### src/rtl/ising_sweep_ctrl.sv
// Checkerboard sweep sequencer for an Ising lattice: seeds the RNG, alternates white/grey
// evaluate+commit phases, and pauses for measurement snapshots. Optional ISING_ANNEAL_EN adds o_beta_idx.
module ising_sweep_ctrl #(
   parameter int unsigned SWEEP_W = 16,
   parameter int unsigned MEAS_W  = 8
) (
   input  logic               clk,
   input  logic               rst_n,
   input  logic               i_start,
   input  logic               i_abort,
   input  logic [SWEEP_W-1:0] i_num_sweeps,
   input  logic [MEAS_W-1:0]  i_meas_interval,
   input  logic [7:0]         i_seed,
   input  logic               i_meas_ack,
   output logic               o_lfsr_seed_load,
   output logic [7:0]         o_lfsr_seed,
   output logic               o_enable_white,
   output logic               o_enable_grey,
   output logic               o_lattice_we,
   output logic               o_meas_req,
   output logic               o_busy,
   output logic               o_done,
`ifdef ISING_ANNEAL_EN
   output logic [3:0]         o_beta_idx,
`endif
   output logic [SWEEP_W-1:0] o_sweep_count
);

   localparam int unsigned SEED_W = 8;
   localparam int unsigned BETA_W = 4;

   typedef enum logic [2:0] {
      S_IDLE, S_SEED, S_W_EVAL, S_W_COMMIT, S_G_EVAL, S_G_COMMIT, S_MEAS, S_FIN
   } state_t;

   state_t               r_state, w_state_nxt;
   logic [SWEEP_W-1:0]   r_num, r_sweep_cnt;
   logic [MEAS_W-1:0]    r_meas_int, r_int_cnt;
   logic [SEED_W-1:0]    r_seed;
   logic [SWEEP_W:0]     w_cnt_inc;
   logic [MEAS_W:0]      w_int_inc;
   logic                 w_int_wrap, w_start_acc, w_gc_step, w_meas_done;
   logic                 w_load, w_en_w, w_en_g, w_we, w_mreq, w_busy, w_done;
   logic                 r_load, r_en_w, r_en_g, r_we, r_mreq, r_busy, r_done;

   // Counters are compared one bit wider so a full-scale count never aliases to zero
   assign w_cnt_inc   = {1'b0, r_sweep_cnt} + (SWEEP_W+1)'(1);
   assign w_int_inc   = {1'b0, r_int_cnt} + (MEAS_W+1)'(1);
   assign w_int_wrap  = (w_int_inc == {1'b0, r_meas_int});
   assign w_start_acc = (r_state == S_IDLE) && i_start && !i_abort;
   assign w_gc_step   = (r_state == S_G_COMMIT) && !i_abort;
   assign w_meas_done = (r_state == S_MEAS) && i_meas_ack && !i_abort;

   always_ff @(posedge clk or negedge rst_n) begin
      if (!rst_n) r_state <= S_IDLE;
      else        r_state <= w_state_nxt;
   end

   always_comb begin
      w_state_nxt = r_state;
      if (i_abort && r_state != S_IDLE) begin
         w_state_nxt = S_IDLE;
      end else begin
         unique case (r_state)
            S_IDLE:     if (w_start_acc) w_state_nxt = S_SEED;
            S_SEED:     w_state_nxt = (r_num == '0) ? S_FIN : S_W_EVAL;
            S_W_EVAL:   w_state_nxt = S_W_COMMIT;
            S_W_COMMIT: w_state_nxt = S_G_EVAL;
            S_G_EVAL:   w_state_nxt = S_G_COMMIT;
            S_G_COMMIT: begin
               if (r_meas_int != '0 && w_int_wrap)   w_state_nxt = S_MEAS;
               else if (w_cnt_inc == {1'b0, r_num}) w_state_nxt = S_FIN;
               else                                 w_state_nxt = S_W_EVAL;
            end
            S_MEAS:     if (i_meas_ack) w_state_nxt = (r_sweep_cnt == r_num) ? S_FIN : S_W_EVAL;
            S_FIN:      w_state_nxt = S_IDLE;
            default:    w_state_nxt = S_IDLE;
         endcase
      end
   end

   // Strobes decoded from the next state and registered so they align with the state register
   always_comb begin
      w_load = 1'b0;
      w_en_w = 1'b0;
      w_en_g = 1'b0;
      w_we   = 1'b0;
      w_mreq = 1'b0;
      w_done = 1'b0;
      w_busy = (w_state_nxt != S_IDLE);
      unique case (w_state_nxt)
         S_SEED:     w_load = 1'b1;
         S_W_EVAL:   w_en_w = 1'b1;
         S_G_EVAL:   w_en_g = 1'b1;
         S_W_COMMIT: w_we   = 1'b1;
         S_G_COMMIT: w_we   = 1'b1;
         S_MEAS:     w_mreq = 1'b1;
         S_FIN:      w_done = 1'b1;
         default:    ;
      endcase
   end

   always_ff @(posedge clk or negedge rst_n) begin
      if (!rst_n) begin
         r_load <= 1'b0;
         r_en_w <= 1'b0;
         r_en_g <= 1'b0;
         r_we   <= 1'b0;
         r_mreq <= 1'b0;
         r_busy <= 1'b0;
         r_done <= 1'b0;
      end else begin
         r_load <= w_load;
         r_en_w <= w_en_w;
         r_en_g <= w_en_g;
         r_we   <= w_we;
         r_mreq <= w_mreq;
         r_busy <= w_busy;
         r_done <= w_done;
      end
   end

   always_ff @(posedge clk or negedge rst_n) begin
      if (!rst_n) begin
         r_num       <= '0;
         r_meas_int  <= '0;
         r_seed      <= '0;
         r_sweep_cnt <= '0;
         r_int_cnt   <= '0;
      end else if (w_start_acc) begin
         r_num       <= i_num_sweeps;
         r_meas_int  <= i_meas_interval;
         r_seed      <= i_seed;
         r_sweep_cnt <= '0;
         r_int_cnt   <= '0;
      end else if (w_gc_step) begin
         r_sweep_cnt <= w_cnt_inc[SWEEP_W-1:0];
         r_int_cnt   <= w_int_wrap ? '0 : w_int_inc[MEAS_W-1:0];
      end
   end

`ifdef ISING_ANNEAL_EN
   logic [BETA_W-1:0] r_beta;

   // Temperature index advances once per completed measurement, saturating at the top entry
   always_ff @(posedge clk or negedge rst_n) begin
      if (!rst_n)                            r_beta <= '0;
      else if (w_start_acc)                  r_beta <= '0;
      else if (w_meas_done && r_beta != '1)  r_beta <= r_beta + BETA_W'(1);
   end
   assign o_beta_idx = r_beta;
`else
   logic w_unused;
   assign w_unused = w_meas_done & (BETA_W != 0);
`endif

   assign o_lfsr_seed_load = r_load;
   assign o_lfsr_seed      = r_seed;
   assign o_enable_white   = r_en_w;
   assign o_enable_grey    = r_en_g;
   assign o_lattice_we     = r_we;
   assign o_meas_req       = r_mreq;
   assign o_busy           = r_busy;
   assign o_done           = r_done;
   assign o_sweep_count    = r_sweep_cnt;

endmodule

### config.mk
export PLATFORM = sky130hd
export DESIGN_NAME = ising_sweep_ctrl
export DESIGN_NICKNAME = d
export VERILOG_FILES = /design/src/rtl/ising_sweep_ctrl.sv
export SDC_FILE = /design/constraint.sdc
export NUM_CORES = 1
export LEC_CHECK = 0
export CAP_MARGIN = 5
export CORE_MARGIN = 5
export CORE_UTILIZATION = 45
export DETAILED_ROUTE_END_ITERATION = 10
export GPL_TIMING_DRIVEN = 0
export PLACE_DENSITY = 0.74
export SKIP_CTS_REPAIR_TIMING = 1
export SLEW_MARGIN = 20
export SYNTH_ARGS = -nofsm -noshare
export SYNTH_HDL_FRONTEND = slang
export SYNTH_SLANG_ARGS = --single-unit
### constraint.sdc
create_clock -name clk -period 4 [get_ports clk]
set_input_delay 0.8 -clock clk [delete_from_list [all_inputs] [get_ports clk]]
set_output_delay 0.8 -clock clk [all_outputs]
set_load 0.05 [all_outputs]
==> flow_metrics.py, run 1 <==
metrics = {
    "detailed_routing": {
        "wire_per_inst_um": 14.9,
        "wl_mm": 9.38,
        "drt.antenna.violating_nets": 0,
        "vias": 3408,
        "first_pass_iters": 5,
        "drtIter0Drc": 268,
        "drc": 0,
        "viasPerCell": 5.41,
    },
    "placed_design": {
        "hpwl_mm": 7.08,
        "place.gp.congestion": 0.910,
        "placed_cells": 614,
        "preCtsSetupSlack_ns": 0.774,
        "port_buffers": 67,
    },
    "timing": {
        "layout_setup_ws_ns": 0.902,
        "finalCritPeriodShare_pct": 77.4,
        "max_slew.worst_pin.slew_ns": 0.990,
        "hold_viol": 0,
        "maxSlewViolCount": 0,
        "fmax_mhz": 323,
        "finalSetupTns_ns": 0,
        "period_needed_ns": 3.10,
        "skew_ns": 0.0145,
        "rsz0062_at_grt": "no",
        "slew_headroom_pct": 33.5,
        "setup_viol": 0,
    },
    "logic_synthesis": {
        "synth.largest_area_cell": "dfrtp_1",
        "ys_seq_area_share_pct": 44.6,
        "synth.top_cell.area_share_pct": 44.6,
        "synth_fp_nets": 480,
        "netlist-cell-type-count": 52,
        "synth_enable_flop_cells": 0,
        "synth_ff_type": "dfrtp_1",
        "synth_cells": 441,
        "synth_seq_cells": 66,
        "synth.cell_area_um2": 3700,
        "syn_area_per_cell_um2": 8.40,
        "yosys_warnings": 0,
        "synth_async_sr_flop_share_pct": 100,
        "synth.top_cells.by_area": "dfrtp_1 45%, nand2_1 12%, xnor2_1 5.7%",
    },
    "floorplan": {
        "row_count": 33,
        "die_height_um": 101,
        "die_w_um": 101,
        "design.core.area_um2": 8130,
        "design.die.area_um2": 10100,
        "io_pins": 68,
        "initial_core_util_pct": 45.5,
    },
    "worst_setup_path": {
        "worstPathArrival_ns": 3.31,
        "r2r-start": "o_sweep_count[1]",
        "crit_chain": "ha_1, clkbuf_1, nand4_1, nor2_1, mux2_2, mux2i_1, a22o_1, nand4_1, a221o_1, nor3b_1",
        "setup.worst_path.start_class": "flip-flop",
        "worstSetupPathType": "flip-flop to flip-flop",
        "cp-end-kind": "flip-flop",
        "cp_num_buf_inv": 1,
        "crit_path_frequent_cell": "nand4_1",
        "slowest_delay_ns": 0.48,
        "r2r-end": "o_meas_req",
        "slowest_stage": "dfrtp_1",
        "path_delay_family": "simple AND/OR/NAND/NOR gates",
        "r2r_slack_ns": 0.90,
        "reg2reg_depth": 10,
        "crit_path_max_fanout": 9,
        "required_ns": 4.21,
    },
    "finish": {
        "area_delta_synth_final_pct": 28.4,
        "post-route-util_pct": 58.5,
        "n_fill_cell": 742,
        "multi_input_area_um2": 1900,
        "regArea_um2": 1650,
        "drive_gt1_share_pct": 6.86,
        "n_antenna_cell": 0,
        "final_nets": 559,
        "layout_commonest_cell": "nand2_1",
        "final_cells": 630,
        "mostFrequentLayoutCells": "119 x nand2_1, 66 x clkdlybuf4s50_1, 66 x dfrtp_1, 28 x o21ai_0, 27 x nor2_1",
    },
    "cts": {
        "clk_pin_slew_worst_paths_ns": 0.08,
        "cts.sinks": 66,
        "cts-root-buf": "clkbuf_8",
        "clk_latency_ns": 0.35,
        "cts_buffer_depth": 2,
        "numCtsBuffers": 9,
        "cts_tree": "built",
        "htreeDepth": 3,
    },
    "run_status": {
        "status": "complete, no violations",
    },
    "global_route": {
        "grt_pass1_vias": 3298,
        "grt_overflow": 0,
        "grt_first_pass_wirelength_mm": 15.7,
        "antenna_found_initial": 0,
        "track_usage_pct": 19.4,
        "grt_max_degree": 49,
    },
    "power_and_ir_drop": {
        "power.leakage_nw": 2.07,
        "peakVddDrop_v": 0.000227,
        "powerDensity_nw_per_um2": 413,
        "power_mw": 1.96,
    },
    "worst_hold_path": {
        "min_path_type": "input port to async pin",
    },
    "flow_run": {
        "drv_cap": 0,
    },
}
per-layer routing:
metal  share of wire [%]  global-route usage (%)
met5                   0                       0
met4                 2.2                    7.36
met3                 6.3                    3.53
met2                  45                    29.1
met1                  47                    27.9
through the flow:
| stage | hold WS [ns] | area (um^2) |
|---|---|---|
| after floorplan | 0.475 | 3700 |
| after global placement | 0.459 | 4510 |
| after detailed placement | 0.466 | 4530 |
| after CTS | 0.323 | 4760 |
| after global routing | 0.338 | 4760 |
| final | 0.323 | 4760 |
cells in the mapped netlist (4+ instances only):
| cell | n |
|---|---|
| nand2_1 | 119 |
| dfrtp_1 | 66 |
| o21ai_0 | 28 |
| nor2_1 | 27 |
| xnor2_1 | 24 |
| nand3_1 | 19 |
| xor2_1 | 19 |
| clkbuf_1 | 16 |
| nand4_1 | 12 |
| nor3_1 | 12 |
| a21oi_1 | 10 |
| inv_1 | 8 |
| nor4_1 | 7 |
| o31ai_1 | 5 |
| or3_1 | 5 |
| or4_1 | 5 |
| buf_4 | 4 |
where the power goes:
part | internal, mW | total (mW) | switching (mW)
Combinational | 0.201 | 0.484 | 0.283
Sequential | 0.753 | 0.848 | 0.0946
Clock | 0.369 | 0.632 | 0.264
Total | 1.32 | 1.96 | 0.641
how the worst max path moves through the flow:
| stage | startpoint | endpoint | cells past startpoint |
|---|---|---|---|
| after floorplan | o_sweep_count[0] | o_enable_white | 10 |
| after global placement | rst_n | r_int_cnt[4] | 1 |
| after detailed placement | i_abort | o_sweep_count[11] | 5 |
| after CTS | r_int_cnt[0] | o_meas_req | 9 |
| after global routing | r_int_cnt[0] | o_done | 9 |
| final | o_sweep_count[1] | o_meas_req | 10 |
cell families (layout without fill, tap and decap cells):
kind of cell             count (synthesis)  after routing  share of synthesized area, %
buffers and inverters                   34            118                          4.02
AND/OR/NAND/NOR                        228            228                          28.4
XOR/XNOR                                43             43                          10.2
AO/OA/AOI/OAI                           66             66                          11.6
multiplexers                             2              2                         0.574
flip-flops                              66             66                          44.6
adder cells (fa/ha/maj)                  2              2                         0.675
area by class of cell:
type / count / area share, %
Sequential cell: 66 / 34.7
Clock inverter: 6 / 1.87
Clock buffer: 10 / 2.89
Tap cell: 105 / 2.76
Buffer: 25 / 2.42
Inverter: 9 / 0.710
Timing Repair Buffer: 68 / 14.6
Multi-Input combinational cell: 341 / 40.0
sequential cells by signal, summed over array words and instances (netlist names):
signal            cells
o_lfsr_seed_load      1
o_lfsr_seed           8
o_enable_grey         1
r_meas_int            8
o_busy                1
r_state               3
o_done                1
r_num                16
o_meas_req            1
o_sweep_count        16
o_lattice_we          1
o_enable_white        1
r_int_cnt             8
worst reg2reg max path, cell delays in order, from the launching register on:
cell	delay, ns
dfrtp_1	0.48
ha_1	0.20
clkbuf_1	0.31
nand4_1	0.20
nor2_1	0.34
mux2_2	0.38
mux2i_1	0.15
a22o_1	0.20
nand4_1	0.11
a221o_1	0.42
nor3b_1	0.17
(Power assumes the default switching activity.)
==> run 2: changes to the inputs <==
clock period = 2.9 ns   (was 4 ns; I/O delays follow)
==> run 2 against run 1 <==
- critical path depth fell by 1
- maximum frequency rose by 9.7%
- first-iteration DRC count fell by 34%
- largest cell class unchanged
- combinational power rose by 42%
- critical path type unchanged
==> flow_metrics.py, run 2 (synthesis results as in run 1) <==
metrics = {
    "global_route": {
        "grt_first_pass_wirelength_mm": 16.1,
        "grt_pass1_vias": 3314,
        "grt_overflow": 0,
        "grt_max_degree": 49,
        "antenna_found_initial": 0,
        "track_usage_pct": 20.2,
    },
    "worst_setup_path": {
        "setup.worst_path.start_class": "flip-flop",
        "crit_path_max_fanout": 9,
        "cp-end-kind": "flip-flop",
        "required_ns": 3.14,
        "worstSetupPathType": "flip-flop to flip-flop",
        "worstPathArrival_ns": 3.06,
    },
    "finish": {
        "final_cells": 633,
        "mostFrequentLayoutCells": "119 x nand2_1, 66 x clkdlybuf4s50_1, 59 x dfrtp_1, 27 x o21ai_0, 26 x nor2_1",
        "final_nets": 562,
        "drive_gt1_share_pct": 11.2,
        "area_delta_synth_final_pct": 31.3,
        "layout_commonest_cell": "nand2_1",
        "post-route-util_pct": 59.8,
        "n_antenna_cell": 0,
    },
    "cts": {
        "cts_tree": "built",
        "htreeDepth": 3,
        "numCtsBuffers": 9,
        "cts.sinks": 66,
        "clk_latency_ns": 0.36,
        "clk_pin_slew_worst_paths_ns": 0.08,
        "cts-root-buf": "clkbuf_8",
        "cts_buffer_depth": 2,
    },
    "timing": {
        "slew_headroom_pct": 32.4,
        "max_slew.worst_pin.slew_ns": 1.01,
        "setup_viol": 0,
        "hold_viol": 0,
        "maxSlewViolCount": 0,
        "fmax_mhz": 354,
        "skew_ns": 0.0129,
        "period_needed_ns": 2.82,
        "finalCritPeriodShare_pct": 97.3,
    },
    "floorplan": {
        "io_pins": 68,
        "design.core.area_um2": 8130,
        "design.die.area_um2": 10100,
        "die_w_um": 101,
        "initial_core_util_pct": 45.5,
        "row_count": 33,
        "die_height_um": 101,
    },
    "detailed_routing": {
        "first_pass_iters": 5,
        "wire_per_inst_um": 15.3,
        "wl_met1_mm": 4.66,
        "viasPerCell": 5.47,
        "wl_mm": 9.68,
        "drc": 0,
        "dr.max_layer_used": "met4",
        "drtIter0Drc": 178,
        "drt.antenna.violating_nets": 0,
        "dr_wl_met2_mm": 4.32,
        "vias": 3461,
        "wl_met3_um": 451,
    },
    "flow_run": {
        "drv_cap": 0,
    },
    "placed_design": {
        "place.gp.congestion": 0.974,
        "placed_cells": 614,
        "hpwl_mm": 7.16,
        "port_buffers": 67,
    },
    "worst_hold_path": {
        "min_path_type": "input port to async pin",
    },
    "power_and_ir_drop": {
        "powerDensity_nw_per_um2": 563,
        "power.leakage_nw": 2.09,
        "peakVddDrop_v": 0.000334,
    },
    "run_status": {
        "status": "complete, no violations",
    },
}
## run 2: cell types whose count changed in the layout (fill, tap and decap cells not counted), moves of 2 or more
| cell | delta |
|---|---|
| clkinv_4 | +2 |
| ha_1 | -2 |
| dfrtp_2 | +7 |
| buf_4 | +5 |
| ha_2 | +2 |
| dfrtp_1 | -7 |
| clkbuf_1 | -3 |
## run 2: metal layers
metal	global-route usage [%]	vias up
li1	-	1691
met1	28.7	1650
met2	30.2	101
met3	3.04	19
met4	9.53	0
met5	0	-
## run 2: report_power, final
part           total (mW)  internal (mW)  leakage (nW)  switching, mW
Sequential           1.17           1.04         0.856          0.133
Clock               0.881          0.489         0.106          0.392
Combinational       0.685          0.284          1.12          0.401
Total                2.74           1.81          2.09          0.926
## run 2: path summary, 6_finish.rpt
kind | from | end | slack, ns | depth (start not counted)
max in group asynchronous | rst_n | o_sweep_count[0] | 2.26 | 2
max | o_sweep_count[3] | o_enable_grey | 0.08 | 9
min in group clk | o_lfsr_seed[5] | o_lfsr_seed[5] | 0.48 | 2
min reg2reg | o_lfsr_seed[5] | o_lfsr_seed[5] | 0.48 | 2
max reg2reg | o_sweep_count[3] | o_enable_grey | 0.08 | 9
min | rst_n | o_sweep_count[9] | 0.09 | 1
## run 2: worst max-delay path, cell delays in order, from the launching register on
cell     delay (ns)
dfrtp_2        0.38
buf_4          0.15
nand3_1        0.20
or3_4          0.42
or4_1          0.54
o211a_1        0.15
a21oi_2        0.17
nand4_1        0.11
a221o_1        0.39
and3_1         0.19
## run 2: final cells by class
type,count,area (um^2)
plain buffers,24,119
fillers,724,3270
clock buffers,9,124
inverters,9,33.8
flip-flops and latches,66,1660
repair buffers,72,726
clock inverters,7,101
well taps,105,131
multi-input cells,341,1970
## run 2: stage by stage
stage / power (mW) / area [um^2] / hold WS [ns] / worst slack (ns) / TNS (ns)
after floorplan: 1.59 / 3710 / 0.284 / 0.0209 / 0
after global placement: 1.83 / 4510 / 0.459 / -1.11 / -58.76
after detailed placement: 1.85 / 4540 / 0.463 / -0.142 / -0.605
after CTS: 2.74 / 4760 / 0.0963 / -0.177 / -0.538
after global routing: 2.88 / 4860 / 0.114 / -0.0388 / -0.0953
final: 2.74 / 4860 / 0.0946 / 0.0770 / 0
==> run 3: changes to the inputs <==
CORE_MARGIN = default   (was 5)
REMOVE_ABC_BUFFERS = 1   (was default)
SKIP_CTS_REPAIR_TIMING = default   (was 1)
==> run 3 against run 2 <==
- total power increased by 0.55%
- via count increased by 0.43%
- first-iteration DRC count increased by 7.9%
- clock skew decreased by 0.0027 ns
- global-route usage increased by 2.9 points
- hold slack got worse by 0.0032 ns
- final area increased by 0.26%
- routed wire length increased by 0.72%
- maximum frequency decreased by 2.2%
==> flow_metrics.py, run 3 (synthesis results as in run 1) <==
metrics = {
    "flow_run": {
        "drv_cap": 0,
    },
    "placed_design": {
        "hpwl_mm": 6.27,
        "port_buffers": 67,
        "place.gp.congestion": 0.876,
        "placed_cell_area_um2": 4420,
        "preCtsSetupSlack_ns": -0.324,
    },
    "finish": {
        "n_fill_cell": 697,
        "final_nets": 550,
        "layout_commonest_cell": "nand2_1",
        "mostFrequentLayoutCells": "119 x nand2_1, 66 x clkdlybuf4s50_1, 52 x dfrtp_1, 27 x o21ai_0, 27 x nor2_1",
        "n_antenna_cell": 0,
        "area_delta_synth_final_pct": 31.6,
        "fin_area_um2": 4880,
        "drive_gt1_share_pct": 13.4,
    },
    "cts": {
        "clk_pin_slew_worst_paths_ns": 0.08,
        "cts-hold-fix-buffers": 0,
        "cts_tree": "built",
        "clk_latency_ns": 0.35,
        "htreeDepth": 3,
        "cts.sinks": 66,
        "numCtsBuffers": 9,
        "cts_buffer_depth": 2,
        "cts-root-buf": "clkbuf_8",
    },
    "floorplan": {
        "design.core.area_um2": 7850,
        "initial_core_util_pct": 47.2,
        "die_w_um": 92.7,
        "design.die.area_um2": 8600,
        "die_height_um": 92.7,
        "io_pins": 68,
        "row_count": 32,
    },
    "power_and_ir_drop": {
        "combPwrFrac_pct": 24.7,
        "power.leakage_nw": 2.09,
        "powerDensity_nw_per_um2": 564,
        "power_mw": 2.75,
        "intPower_mw": 1.83,
        "p_clk_share_pct": 32.4,
        "pwr-share-seq_pct": 42.9,
        "switching_share_pct": 33.5,
        "peakVddDrop_v": 0.000314,
        "p_sw_mw": 0.923,
    },
    "global_route": {
        "grt_first_pass_wirelength_mm": 15.5,
        "grt_pass1_vias": 3257,
        "track_usage_pct": 23.1,
        "grt_max_degree": 50,
        "antenna_found_initial": 0,
        "grt_overflow": 0,
    },
    "worst_setup_path": {
        "worstSetupPathType": "flip-flop to flip-flop",
        "setup.worst_path.start_class": "flip-flop",
        "worstPathArrival_ns": 3.12,
        "required_ns": 3.13,
        "crit_path_max_fanout": 10,
        "cp-end-kind": "flip-flop",
    },
    "timing": {
        "finalCritPeriodShare_pct": 99.6,
        "skew_ns": 0.0101,
        "slew_headroom_pct": 44.9,
        "hold_slack_ns": 0.0914,
        "maxSlewViolCount": 0,
        "layout_setup_ws_ns": 0.0126,
        "period_needed_ns": 2.89,
        "setup_viol": 0,
        "hold_viol": 0,
        "max_slew.worst_pin.slew_ns": 0.821,
        "finalSetupTns_ns": 0,
        "fmax_mhz": 346,
    },
    "detailed_routing": {
        "drc": 0,
        "drt.antenna.violating_nets": 0,
        "viasPerCell": 5.62,
        "first_pass_iters": 5,
        "wl_mm": 9.75,
        "drtIter0Drc": 192,
        "vias": 3476,
        "wire_per_inst_um": 15.8,
    },
    "worst_hold_path": {
        "min_path_type": "input port to async pin",
    },
    "run_status": {
        "status": "complete, no violations",
    },
}
## run 3: cell count changes in the layout (fill, tap and decap cells not counted), moves of 2 or more
cell / previous run / this run
buf_2: 2 / 0
buf_4: 10 / 16
clkbuf_1: 13 / 0
xnor2_1: 24 / 22
dfrtp_1: 59 / 52
xnor2_2: 0 / 2
dfrtp_2: 7 / 14
clkbuf_2: 3 / 0
## run 3: final timing paths
kind / slack [ns] / depth (start not counted) / startpoint / endpoint
min reg2reg: 0.48 / 2 / o_lfsr_seed[0] / o_lfsr_seed[0]
max reg2reg: 0.01 / 8 / o_sweep_count[3] / o_enable_white
max in group asynchronous: 2.28 / 2 / rst_n / o_sweep_count[1]
min: 0.09 / 1 / rst_n / o_lfsr_seed[0]
max: 0.01 / 8 / o_sweep_count[3] / o_enable_white
min in group clk: 0.48 / 2 / o_lfsr_seed[0] / o_lfsr_seed[0]
## run 3: stage by stage
stage,util (%),instances
after detailed placement,56.4,586
after CTS,59.4,602
after global placement,55.9,585
final,62.1,618
after global routing,62.1,618
after floorplan,-,416
## run 3: layout make-up
type / count / area, um^2 / area share (%)
clock buffers: 10 / 138 / 2.82
clock inverters: 6 / 90.1 / 1.85
inverters: 9 / 36.3 / 0.744
multi-input cells: 341 / 1990 / 40.8
flip-flops and latches: 66 / 1670 / 34.2
well taps: 102 / 128 / 2.62
repair buffers: 84 / 828 / 17.0
## run 3: critical path, cell delays in order, from the launching register on
cell	delay [ns]
dfrtp_2	0.47
nand3_1	0.26
or3_4	0.43
nor4_1	0.38
o2111ai_1	0.19
a2111oi_2	0.29
nand4_1	0.15
a221o_1	0.40
nor4b_2	0.20
## run 3: what timing repair did
item                                    4_1_cts  5_1_grt
setup buffers                                 0       16
gates cloned                                  0        0
endpoints found under the setup margin        6       56
resized for setup                             5       24
pin swaps                                     0        2
## run 3: power by group through the flow
stage	logic (mW)	clock network, mW	registers (mW)
3_5_place_dp	0.653	0	1.19
5_1_grt	0.748	0.934	1.20
4_1_cts	0.658	0.906	1.17
2_1_floorplan	0.314	0	1.27
3_3_place_gp	0.631	0	1.18
6_report	0.680	0.892	1.18
## run 3: per-layer routing
metal	global-route usage [%]	vias to the layer above	share of wire [%]
met4	11.9	0	2.8
met5	0	-	0
met1	29.5	1658	44
li1	-	1650	-
met3	3.86	25	5.2
met2	37.6	143	48
